`src/rtl/priority_encoder_fifo.sv`:
```
// priority_encoder_fifo: highest-index priority encoder feeding a small
// result queue with valid/ready handshakes on both sides.
// Optional feature: define ENC_MULTIHOT_FLAG_EN to add out_multi, a per-entry
// flag marking captures whose request vector had more than one bit set.
module priority_encoder_fifo #(
  parameter int N     = 8,
  parameter int DEPTH = 4
) (
  input  logic                       clk,
  input  logic                       rst_n,
  input  logic [N-1:0]               in_data,
  input  logic                       in_valid,
  output logic                       in_ready,
  output logic [$clog2(N)-1:0]       out_code,
  output logic                       out_zero,
  output logic                       out_valid,
  input  logic                       out_ready,
`ifdef ENC_MULTIHOT_FLAG_EN
  output logic                       out_multi,
`endif
  output logic [$clog2(DEPTH):0]     count
);

  localparam int W  = $clog2(N);
  localparam int AW = $clog2(DEPTH);
  localparam logic [AW:0] CNT_FULL = (AW+1)'(DEPTH);

  typedef struct packed {
`ifdef ENC_MULTIHOT_FLAG_EN
    logic         multi;
`endif
    logic [W-1:0] code;
    logic         zero;
  } entry_t;

  entry_t        mem [DEPTH];
  entry_t        enc;
  entry_t        head;
  logic [AW-1:0] wr_ptr;
  logic [AW-1:0] rd_ptr;
  logic          push;
  logic          pop;

  // Handshakes depend only on registered occupancy, never on the other side.
  assign in_ready  = (count != CNT_FULL);
  assign out_valid = (count != '0);
  assign push      = in_valid && in_ready;
  assign pop       = out_valid && out_ready;

  // Encoder: later (higher) set bits override earlier ones, so the last hit wins.
  always_comb begin
    enc      = '0;
    enc.zero = 1'b1;
    for (int i = 0; i < N; i++) begin
      if (in_data[i]) begin
        enc.code = W'(i);
        enc.zero = 1'b0;
      end
    end
`ifdef ENC_MULTIHOT_FLAG_EN
    // Clearing the lowest set bit leaves something only if two or more were set.
    enc.multi = |(in_data & (in_data - {{(N-1){1'b0}}, 1'b1}));
`endif
  end

  // Head entry is masked to zero while the queue is empty so stale storage never leaks.
  always_comb begin
    head     = mem[rd_ptr];
    out_code = out_valid ? head.code : '0;
    out_zero = out_valid ? head.zero : 1'b0;
`ifdef ENC_MULTIHOT_FLAG_EN
    out_multi = out_valid ? head.multi : 1'b0;
`endif
  end

  // Queue storage: written on accepted pushes only; contents need no reset.
  always_ff @(posedge clk) begin
    if (push) mem[wr_ptr] <= enc;
  end

  // Pointers and occupancy; reset wins over any concurrent push/pop.
  always_ff @(posedge clk) begin
    if (!rst_n) begin
      wr_ptr <= '0;
      rd_ptr <= '0;
      count  <= '0;
    end else begin
      if (push) wr_ptr <= wr_ptr + AW'(1);
      if (pop)  rd_ptr <= rd_ptr + AW'(1);
      case ({push, pop})
        2'b10:   count <= count + (AW+1)'(1);
        2'b01:   count <= count - (AW+1)'(1);
        default: count <= count;
      endcase
    end
  end

endmodule

```
`config.mk`:
```
export PLATFORM = sky130hd
export DESIGN_NAME = priority_encoder_fifo
export DESIGN_NICKNAME = d
export VERILOG_FILES = /design/src/rtl/priority_encoder_fifo.sv
export SDC_FILE = /design/constraint.sdc
export NUM_CORES = 1
export LEC_CHECK = 0
export ABC_CLOCK_PERIOD_IN_PS = 2800
export CAP_MARGIN = 5
export CORE_MARGIN = 3
export CORE_UTILIZATION = 40
export DETAILED_ROUTE_END_ITERATION = 8
export REMOVE_ABC_BUFFERS = 1
export SLEW_MARGIN = 20
export SYNTH_ARGS = -nofsm -noshare
export SYNTH_HDL_FRONTEND = slang
export SYNTH_SLANG_ARGS = --single-unit
```
`constraint.sdc`:
```
create_clock -name clk -period 2.8 [get_ports clk]
set_input_delay 0.28 -clock clk [delete_from_list [all_inputs] [get_ports clk]]
set_output_delay 0.28 -clock clk [all_outputs]
set_load 0.1 [all_outputs]
```
# == After elaboration in Yosys (flattened, before gate mapping) ==
# Memories as Yosys holds them, arrays and structs flattened. A register that Yosys moved wholly into a read port is not among the register bits.
# Cells that the tools add are included.
# Widths: inputs -> output; s select.
# totals
memories,1
wordCells,30
reg_bits,7
mem_bits_rw,16
out_inout_bits,9
# memory_table
name,depth,width,read_ports,rd_ports_with_merged_regs,write_ports,line_no,rtl
mem,4,4,1,1,1,36,entry_t mem [DEPTH];
# classes
n_eq_ne,3
reduce_logical,4
addsub,4
mux,15
# ops
op,count
$mux 4,7
$pmux 3 s2,1
$add 2x1->2 const B,2
$mux 1,4
$mux 2,2
$add 3x1->3 const B,1
$mux 3,1
$ne 3x3->1 const B,1
$reduce_bool 3->1,1
$sub 3x1->3 const B,1
$eq 2x1->1 const B,1
$eq 2x2->1 const B,1
$logic_and 1x1->1,2
$reduce_bool 2->1,1

# == Logic depth before layout (Yosys ltp) ==
# Gate-level depths: netlist of run 1.
# logic_depth
depth_word,8
depth_mapped,9
depth_no_buf,9

# == Worst setup path before layout of run 1 ==
# Ideal clock, no wire load.
# synth_path
kind,register -> output
from,reg count[0]
to,out out_code[0]
path_buffers,0
t_required_ns,2.520
arrival_ns,2.613
path_slack_ns,-0.093
stages_incl_launch_ff,3
path_cell_list,dfxtp_1 > nor3_2 > nor2b_1
# synth_between
elab_chain_len,2
# synth_lines
item,line_no,rtl
"start, declared",21,output logic [$clog2(DEPTH):0] count
"start signal, assigned",91,2'b10: count <= count + (AW+1)'(1);
"start signal, assigned",92,2'b01: count <= count - (AW+1)'(1);
"start signal, assigned",93,default: count <= count;
$reduce_bool 3->1,46,assign out_valid = (count != '0);
$mux 3,69,out_code = out_valid ? head.code : '0;
"end, declared",14,"output logic [$clog2(N)-1:0] out_code,"
# Every way passes these cells.

# == Worst setup path after layout of run 1 ==
# layout_path
from,reg count[2]
to,reg count[2]
# layout_between
elab_chain_len,4
# layout_lines
item,line_no,rtl
$reduce_bool 3->1 (*),46,
$logic_and 1x1->1 (*),48,assign pop = out_valid && out_ready;
net pop,42,logic pop;
$eq 2x1->1 or $eq 2x2->1 (tied branches),90,"case ({push, pop})"
$pmux 3 s2 or $reduce_bool 2->1 (tied branches),--,
# Mark *: on every way through the listed nets, which the timed path passes. The rest lies on a longest branch.
# A chain may end at the register's enable or synchronous reset.

==> results_dict.tcl, run 1 <==
set metrics [dict create \
    multi_input_area_um2 454 \
    viasPerCell 4.90 \
    area_growth_pct 20.7 \
    core_um2 2610 \
    register_area_um2 661 \
    crit_buf_inv 1 \
    crit_type "flip-flop to flip-flop" \
    startpoint_type "flip-flop" \
    cpPeakStageDelay_ns 0.45 \
    required_ns 3.05 \
    rows 18 \
    ys_types 26 \
    ant_nets 0 \
    drc 0 \
    hold_ws_ns 0.503 \
    syn_area_um2 1150 \
    synthTopCellsByArea "edfxtp_1, dfxtp_1, ha_1" \
    synth-seq-cells 25 \
    grt_pass1_wl_mm 3.11 \
    postCtsSetupBuffers 0 \
    finalSetupViolations 0 \
    clkTransAtPathRegs_ns 0.13 \
    hold_end "rd_ptr[0]" \
    period_share_pct 77.1 \
    grtUsageTotal_pct 11.8 \
    tightest_slew_ns 0.554 \
    synth-simple-area-share_pct 13.9 \
    synth_top_cell_area_share_pct 41.7 \
    finalHoldViolations 0 \
    wl_per_cell_um 12.7 \
    wl_met3_um 103 \
    numCtsBuffers 3 \
    cts_max_level 1 \
    relSlewSlack_pct 62.8 \
    status "finished clean" \
    cts-root-buf "clkbuf_4" \
    synth-xor-area-share_pct 1.52 \
    cp_max_fo 9 \
    drive_gt1_share_pct 15.0 \
    end_kind "flip-flop" \
    vias 701 \
    ys_seq_area_share_pct 57.3 \
    first_pass_iters 4 \
    slew_viol_final 0 \
    r2r_end "count[2]" \
    syn-mean-instance-area_um2 12.8 \
    post_cts_resized 0 \
    path_cells "nor3_2 > nor2b_1 > ha_1 > inv_1 > fa_1 > xor2_1 > or3_1 > a21boi_0" \
    first_iter_violations 38 \
    r2r_setup_slack_ns 0.64 \
    synthCells 90 \
    dp_hpwl_mm 1.42 \
    synth-compound-area-share_pct 6.62 \
    dpl.cell_count 139 \
    gp_congestion 0.674 \
    fin_crit_ns 2.16 \
    die_h_um 59.7 \
    crit_slowest_cell "dfxtp_1" \
    die_area_um2 3560 \
    rsz0062_at_grt "false" \
    synth_top_family_by_area "simple AND/OR/NAND/NOR gates" \
    reg2reg_from "count[2]" \
    arrival_ns 2.41 \
    nFillCells 237 \
    reg2regPathDepth 8 \
    io_pins 21 \
    port-buffer-count 20 \
    final_util_pct 53.3 \
    dr.max_layer_used "met4" \
    synthAdderAreaFrac_pct 7.17 \
    yosysTopAreaCell "edfxtp_1" \
    start_util_pct 44.1 \
    totalWireLength_mm 1.82 \
    antenna_found_initial 0 \
    clkSinkCount 25 \
    max_freq_mhz 463 \
    hold_start "rd_ptr[0]" \
    maxCapViolCount 0 \
    clkLatencyLatePin_ns 0.32 \
    tns_ns 0 \
    die_w_um 59.7 \
    cts_tree "yes" \
    hold_path.class "flip-flop to flip-flop" \
    wl_met2_um 849 \
    final_nets 132 \
    drt-met1-wl_um 853 \
    grt_max_degree 15 \
    synthMuxAreaShare_pct 10.2 \
    grt_pass1_vias 709 \
    clk_path_buf_depth 2 \
    yosysWarningCount 0 \
    hold_buffers 0 \
    overflow 0 \
    clock-skew-final_ns 0.00841 \
    holdPathStages 2 \
    crit_family "simple AND/OR/NAND/NOR gates" \
    antennaDiodeCount 0 \
    finalNonFillerCells 143 \
]
==> how the worst max path moves through the flow <==
stage | startpoint | endpoint | slack [ns] | cells after the start
finish | count[2] | count[2] | 0.64 | 8
global placement | out_ready | count[2] | 0.50 | 8
floorplan | count[0] | out_code[0] | -0.09 | 2
CTS | count[2] | count[2] | 0.62 | 8
global route | count[2] | count[2] | 0.44 | 8
detailed placement | out_ready | count[2] | 0.42 | 8
==> per-stage QoR <==
stage | setup slack (ns) | area, µm²
floorplan | -0.0934 | 1150
global placement | 0.504 | 1360
detailed placement | 0.420 | 1360
CTS | 0.621 | 1390
global route | 0.436 | 1390
finish | 0.641 | 1390
==> synthesized netlist by cell type (all sizes together) <==
master,instances
a21boi,3
xor2,1
inv,9
nor2,4
mux4,4
nand2,9
nor2b,5
dfxtp,9
ha,5
o21ai,5
xnor2,1
nor3,1
or3,2
and2,6
clkbuf,1
fa,1
edfxtp,16
a21oi,2
nand4bb,1
mux2i,2
o31ai,2
nor4b,1
==> cell families (layout without fill, tap and decap cells) <==
| kind of cell | after synthesis | in the layout |
|---|---|---|
| buffers and inverters | 10 | 33 |
| multiplexers | 6 | 6 |
| adder cells (fa/ha/maj) | 6 | 6 |
| AND/OR/NAND/NOR | 29 | 29 |
| flip-flops | 25 | 25 |
| AO/OA/AOI/OAI | 12 | 12 |
| XOR/XNOR | 2 | 2 |
==> tightest hold or removal path, stage by stage (launching register included) <==
cell and delay, ns:
dfxtp_1 0.34, nand2_1 0.08, o21ai_1 0.05
==> flip-flops by register name, summed over array words and instances, names as in the netlist, named ones only <==
name / flops
wr_ptr: 2
rd_ptr: 2
mem: 16
count: 3
==> cell usage in the layout, fill, tap and decap left out, types with 2 or more instances in the layout <==
| cell type | synthesis | final |
|---|---|---|
| mux2i_1 | 2 | 2 |
| o21ai_1 | 2 | 2 |
| a21oi_1 | 2 | 2 |
| o21ai_0 | 3 | 3 |
| inv_1 | 9 | 9 |
| mux4_2 | 2 | 2 |
| edfxtp_1 | 16 | 16 |
| mux4_1 | 2 | 2 |
| clkbuf_4 | 0 | 3 |
| and2_1 | 6 | 6 |
| nor2b_1 | 5 | 5 |
| clkdlybuf4s50_1 | 0 | 11 |
| nand2_1 | 9 | 9 |
| o31ai_1 | 2 | 2 |
| nor2_1 | 4 | 4 |
| dfxtp_1 | 9 | 9 |
| buf_4 | 0 | 9 |
| ha_1 | 5 | 5 |
| or3_1 | 2 | 2 |
==> routing by layer <==
layer / global-route usage, % / up-vias
met5: 0 / -
met4: 2.85 / 0
met3: 3.89 / 2
met2: 19.1 / 17
met1: 15.4 / 318
li1: - / 364
==> area by class of cell <==
class	count	share of cell area [%]
sequential	25	47.5
clock inverter	1	0.360
multi-input combinational	55	32.6
tap	30	2.70
timing repair buffer	20	12.8
clock buffer	3	1.62
inverter	9	2.43
Power of run 1 is not shown: default switching activity piles up to over one toggle a cycle in this logic, so the estimate is an artifact.
==> inputs of run 2 (changes only) <==
--- a/config.mk
+++ b/config.mk
@@ -5,11 +5,12 @@
 export SDC_FILE = /design/constraint.sdc
 export NUM_CORES = 1
 export LEC_CHECK = 0
-export ABC_CLOCK_PERIOD_IN_PS = 2800
+export ABC_CLOCK_PERIOD_IN_PS = 1800
 export CAP_MARGIN = 5
 export CORE_MARGIN = 3
 export CORE_UTILIZATION = 40
 export DETAILED_ROUTE_END_ITERATION = 8
+export PLACE_DENSITY = 0.66
 export REMOVE_ABC_BUFFERS = 1
 export SLEW_MARGIN = 20
 export SYNTH_ARGS = -nofsm -noshare
==> constraint.sdc (replaced) <==
create_clock -name clk -period 1.8 [get_ports clk]
set_input_delay 0.18 -clock clk [delete_from_list [all_inputs] [get_ports clk]]
set_output_delay 0.18 -clock clk [all_outputs]
set_load 0.1 [all_outputs]
==> results_dict.tcl, run 2 (synthesis gave the netlist of run 1 again) <==
set metrics [dict create \
    drive_gt1_share_pct 32.5 \
    hold_buffers 0 \
    vias 769 \
    grt_pass1_vias 752 \
    cts-root-buf "clkbuf_4" \
    maxCapViolCount 0 \
    startpoint_type "flip-flop" \
    hold_path.class "flip-flop to flip-flop" \
    finalHoldViolations 0 \
    hold_start "rd_ptr[1]" \
    grt_max_degree 14 \
    antenna_found_initial 0 \
    finalSetupViolations 1 \
    wl_per_cell_um 11.6 \
    relSlewSlack_pct 62.8 \
    port-buffer-count 20 \
    totalWireLength_mm 1.81 \
    die_w_um 59.7 \
    die_area_um2 3560 \
    area_growth_pct 38.4 \
    fin_crit_ns 1.82 \
    worst_slack_ns -0.0192 \
    finalNonFillerCells 156 \
    period_share_pct 101 \
    max_freq_mhz 550 \
    cts_tree "yes" \
    clkLatencyLatePin_ns 0.31 \
    holdPathStages 2 \
    dp_hpwl_mm 1.46 \
    rows 18 \
    io_pins 21 \
    grtUsageTotal_pct 11.2 \
    arrival_ns 2.07 \
    r2r_end "count[2]" \
    required_ns 2.05 \
    start_util_pct 44.1 \
    end_kind "flip-flop" \
    post-place-ws_ns -0.352 \
    violations "setup timing" \
    clock-skew-final_ns 0.0151 \
    overflow 0 \
    clk_path_buf_depth 2 \
    final_nets 145 \
    slew_viol_final 0 \
    ant_nets 0 \
    reg2reg_from "count[0]" \
    reg_top3 "mem (16), count (3)" \
    largest_reg_flops 16 \
    first_iter_violations 21 \
    layout_common_cells "edfxtp_1, buf_4, clkdlybuf4s50_1" \
    cp_max_fo 3 \
    tightest_slew_ns 0.554 \
    crit_type "flip-flop to flip-flop" \
    rsz0062_at_grt "true" \
    core_um2 2610 \
    grt_pass1_wl_mm 3.06 \
    antennaDiodeCount 0 \
    dpl.cell_count 151 \
    viasPerCell 4.93 \
    hold_ws_ns 0.493 \
    cts_max_level 1 \
    clkSinkCount 25 \
    die_h_um 59.7 \
    first_pass_iters 4 \
    status "finished, violations left" \
    gp_congestion 0.819 \
    numCtsBuffers 3 \
    clkTransAtPathRegs_ns 0.13 \
    drc 0 \
    reg2regPathDepth 8 \
    r2r_setup_slack_ns -0.02 \
    top_register "mem" \
]
[run 2: how the worst max path moves through the flow]
stage | startpoint | end | cells past startpoint
CTS | count[0] | count[2] | 8
global placement | out_ready | count[2] | 8
finish | count[0] | count[2] | 8
global route | count[0] | count[2] | 8
floorplan | count[0] | out_code[0] | 2
detailed placement | out_ready | count[2] | 8
[run 2: per-layer routing]
metal  track usage, %  wire (µm)  vias to the layer above
li1                 -          -                      389
met5                0          0                        -
met2             19.6        855                       13
met1             14.0        864                      367
met4             2.85          0                        0
met3             2.59         85                        0
[run 2: cell type report]
type                    instances  area (µm²)
flip-flops and latches         25         673
well taps                      30        37.5
clock buffers                   4        26.3
fillers                       221        1020
repair buffers                 33         350
multi-input cells              55         474
inverters                       9        33.8
[run 2: critical path, stage by stage (launching register included)]
cell and delay [ns]:
dfxtp_4 0.39, nor3_2 0.05, nor2b_1 0.16, ha_2 0.21
inv_2 0.04, fa_2 0.32, xor2_1 0.15, or3_1 0.30
a21boi_1 0.12
[run 2: repair_timing]
| item | CTS | global route |
|---|---|---|
| pin swaps | 2 | 0 |
| setup endpoints to repair | 5 | 3 |
| buffers inserted | 1 | 0 |
| resized for setup | 13 | 6 |
[run 2: through the flow]
step	cell area, µm²	utilization, %	setup TNS [ns]
final	1600	61.1	-0.0192
after global routing	1600	61.1	-0.134
after CTS	1590	60.8	-0.0200
after detailed placement	1530	58.5	-0.456
after global placement	1530	58.5	-0.352
after floorplan	1150	-	-10.19
Power of run 2 is left out for the same reason.
==> patch, RTL diff (settings of run 1) <==
Register the output `count` once more, cleared by the reset; this adds one clock of latency there. The other outputs are not delayed to match.
--- a/src/rtl/priority_encoder_fifo.sv
+++ b/src/rtl/priority_encoder_fifo.sv
@@ -33,6 +33,8 @@
     logic         zero;
   } entry_t;
 
+  logic [$clog2(DEPTH):0] count_s0;
+
   entry_t        mem [DEPTH];
   entry_t        enc;
   entry_t        head;
@@ -42,8 +44,8 @@
   logic          pop;
 
   // Handshakes depend only on registered occupancy, never on the other side.
-  assign in_ready  = (count != CNT_FULL);
-  assign out_valid = (count != '0);
+  assign in_ready  = (count_s0 != CNT_FULL);
+  assign out_valid = (count_s0 != '0);
   assign push      = in_valid && in_ready;
   assign pop       = out_valid && out_ready;
 
@@ -83,15 +85,23 @@
     if (!rst_n) begin
       wr_ptr <= '0;
       rd_ptr <= '0;
-      count  <= '0;
+      count_s0 <= '0;
     end else begin
       if (push) wr_ptr <= wr_ptr + AW'(1);
       if (pop)  rd_ptr <= rd_ptr + AW'(1);
       case ({push, pop})
-        2'b10:   count <= count + (AW+1)'(1);
-        2'b01:   count <= count - (AW+1)'(1);
-        default: count <= count;
+        2'b10:   count_s0 <= count_s0 + (AW+1)'(1);
+        2'b01:   count_s0 <= count_s0 - (AW+1)'(1);
+        default: count_s0 <= count_s0;
       endcase
+    end
+  end
+
+  always_ff @(posedge clk) begin
+    if (!rst_n) begin
+      count <= '0;
+    end else begin
+      count <= count_s0;
     end
   end
 
Behaviour: not the same (a bounded check fails within 4 cycles, from zero or initial values and one cycle with rst_n low).
==> patch against run 1 <==
- area after synthesis is 7.6% higher
- non-clock buffer count unchanged
- setup slack lost 0.043 ns
- routed wire length is 9.5% higher
- clock skew down 0.0048 ns
- cell area up 8.2%
- maximum frequency is 1.9% lower
- die area up 6.8%
- sequential cell count is 3 higher
- critical endpoint is now count_s0[2]
==> patch: results (changes against run 1) <==
set qor(n_multi_input_combinational_cell) 58 ;# was 55
set qor(sh_seq_area) 0.479 ;# was 0.475
set qor(die-width_um) 61.7 ;# was 59.7 um
set qor(wire_length_of_the_first_global_routing_pass_mm) 3.35 ;# was 3.11 mm
set qor(post_cts_resize_count) 0 ;# unchanged
set qor(nFillCells) 259 ;# was 237
set qor(whs_path_depth) 2 ;# unchanged
set qor(first_global_vias) 715 ;# was 709
set qor(critical_path_arrival_ns) 2.49 ;# was 2.41 ns
set qor(worst_clock_skew_ns) 0.00366 ;# was 0.00841 ns
set qor(place.detailed.hpwl_mm) 1.58 ;# was 1.42 mm
set qor(bufAreaShareNonClock) 0.118 ;# was 0.128
set qor(ys_top_cells_by_area) {edfxtp_1, dfxtp_1, mux4_1} ;# was edfxtp_1, dfxtp_1, ha_1
set qor(cp_top_family) {simple AND/OR/NAND/NOR gates} ;# unchanged
set qor(worst_rel_slew_slack) 0.587 ;# was 0.628
set qor(grt_antenna_before_repair) 0 ;# unchanged
set qor(clkCellAreaFrac) 0.0349 ;# was 0.0198
set qor(slowest_delay_ns) 0.47 ;# was 0.45 ns
set qor(drt_first_pass_iters) 2 ;# was 4
set qor(startpoint_type) {register} ;# unchanged
set qor(maximum_fanout_count_along_the_critical_path) 9 ;# unchanged
set qor(reg2reg_slack_ns) 0.60 ;# was 0.64 ns
set qor(ratio_of_cells_with_drive_above_1_in_the_final_layout) 0.126 ;# was 0.150
set qor(detail_route.iter0.violations) 48 ;# was 38
set qor(netlist_top_cells_count) {edfxtp_1, dfxtp_1, nand2_1} ;# was edfxtp_1, dfxtp_1, inv_1, nand2_1, and2_1
set qor(route.final.wire_length_mm) 1.99 ;# was 1.82 mm
set qor(min-delay-start) {rd_ptr[0]} ;# unchanged
set qor(grt_max_degree) 17 ;# was 15
set qor(globalplace.congestion) 0.706 ;# was 0.674
set qor(post_placement_cell_area_um2) 1450 ;# was 1360 um2
set qor(largest_registers_ranked_by_flip_flop_count) {mem (16), count (3), count_s0 (3)} ;# was mem (16), count (3)
set qor(share_of_the_yosys_chip_area_belonging_to_registers) 0.581 ;# was 0.573
set qor(number_of_flip_flops_in_the_largest_register) 16 ;# unchanged
set qor(critical_path.reg2reg.startpoint) {count_s0[0]} ;# was count[2]
set qor(worst_skew_pair.late_latency_ns) 0.33
set qor(grt_usage) 0.125 ;# was 0.118
set qor(outcome) {finished, final reports clean} ;# unchanged
set qor(total_leakage_power_nw) 0.570
set qor(multi_input_area_share) 0.320 ;# was 0.326
set qor(p_seq_frac) 0.350
set qor(finish.net_count) 138 ;# was 132
set qor(power.share.switching) 0.464
set qor(r2r_end) {count_s0[2]} ;# was count[2]
set qor(routed-via-count) 762 ;# was 701
set qor(clock_sinks) 28 ;# was 25
-- patch: per-stage QoR --
stage	setup slack, ns	utilization	hold slack, ns	std cells	power [mW]
after floorplan	0.512	-	0.402	95	1.18
after global placement	0.432	0.509	0.476	146	1.34
after detailed placement	0.391	0.509	0.485	146	1.35
after CTS	0.580	0.528	0.505	150	1.61
after global routing	0.332	0.528	0.550	150	1.68
final	0.598	0.528	0.505	150	1.59
-- patch: cells by family after synthesis --
logic type	after synthesis	synth area share
AO/OA/AOI/OAI	11	0.0555
XOR/XNOR	2	0.0141
adder cells (fa/ha/maj)	6	0.0666
buffers and inverters	10	0.0303
flip-flops	28	0.581
multiplexers	6	0.101
AND/OR/NAND/NOR	33	0.151
-- patch: per-layer routing --
layer / part of all wire / global-route usage / routed length, um / vias up
li1: - / - / - / 386
met3: 0.044 / 0.0314 / 87 / 5
met2: 0.48 / 0.202 / 953 / 19
met4: 0.024 / 0.0636 / 48 / 0
met1: 0.45 / 0.155 / 901 / 352
met5: 0 / 0 / 0 / -
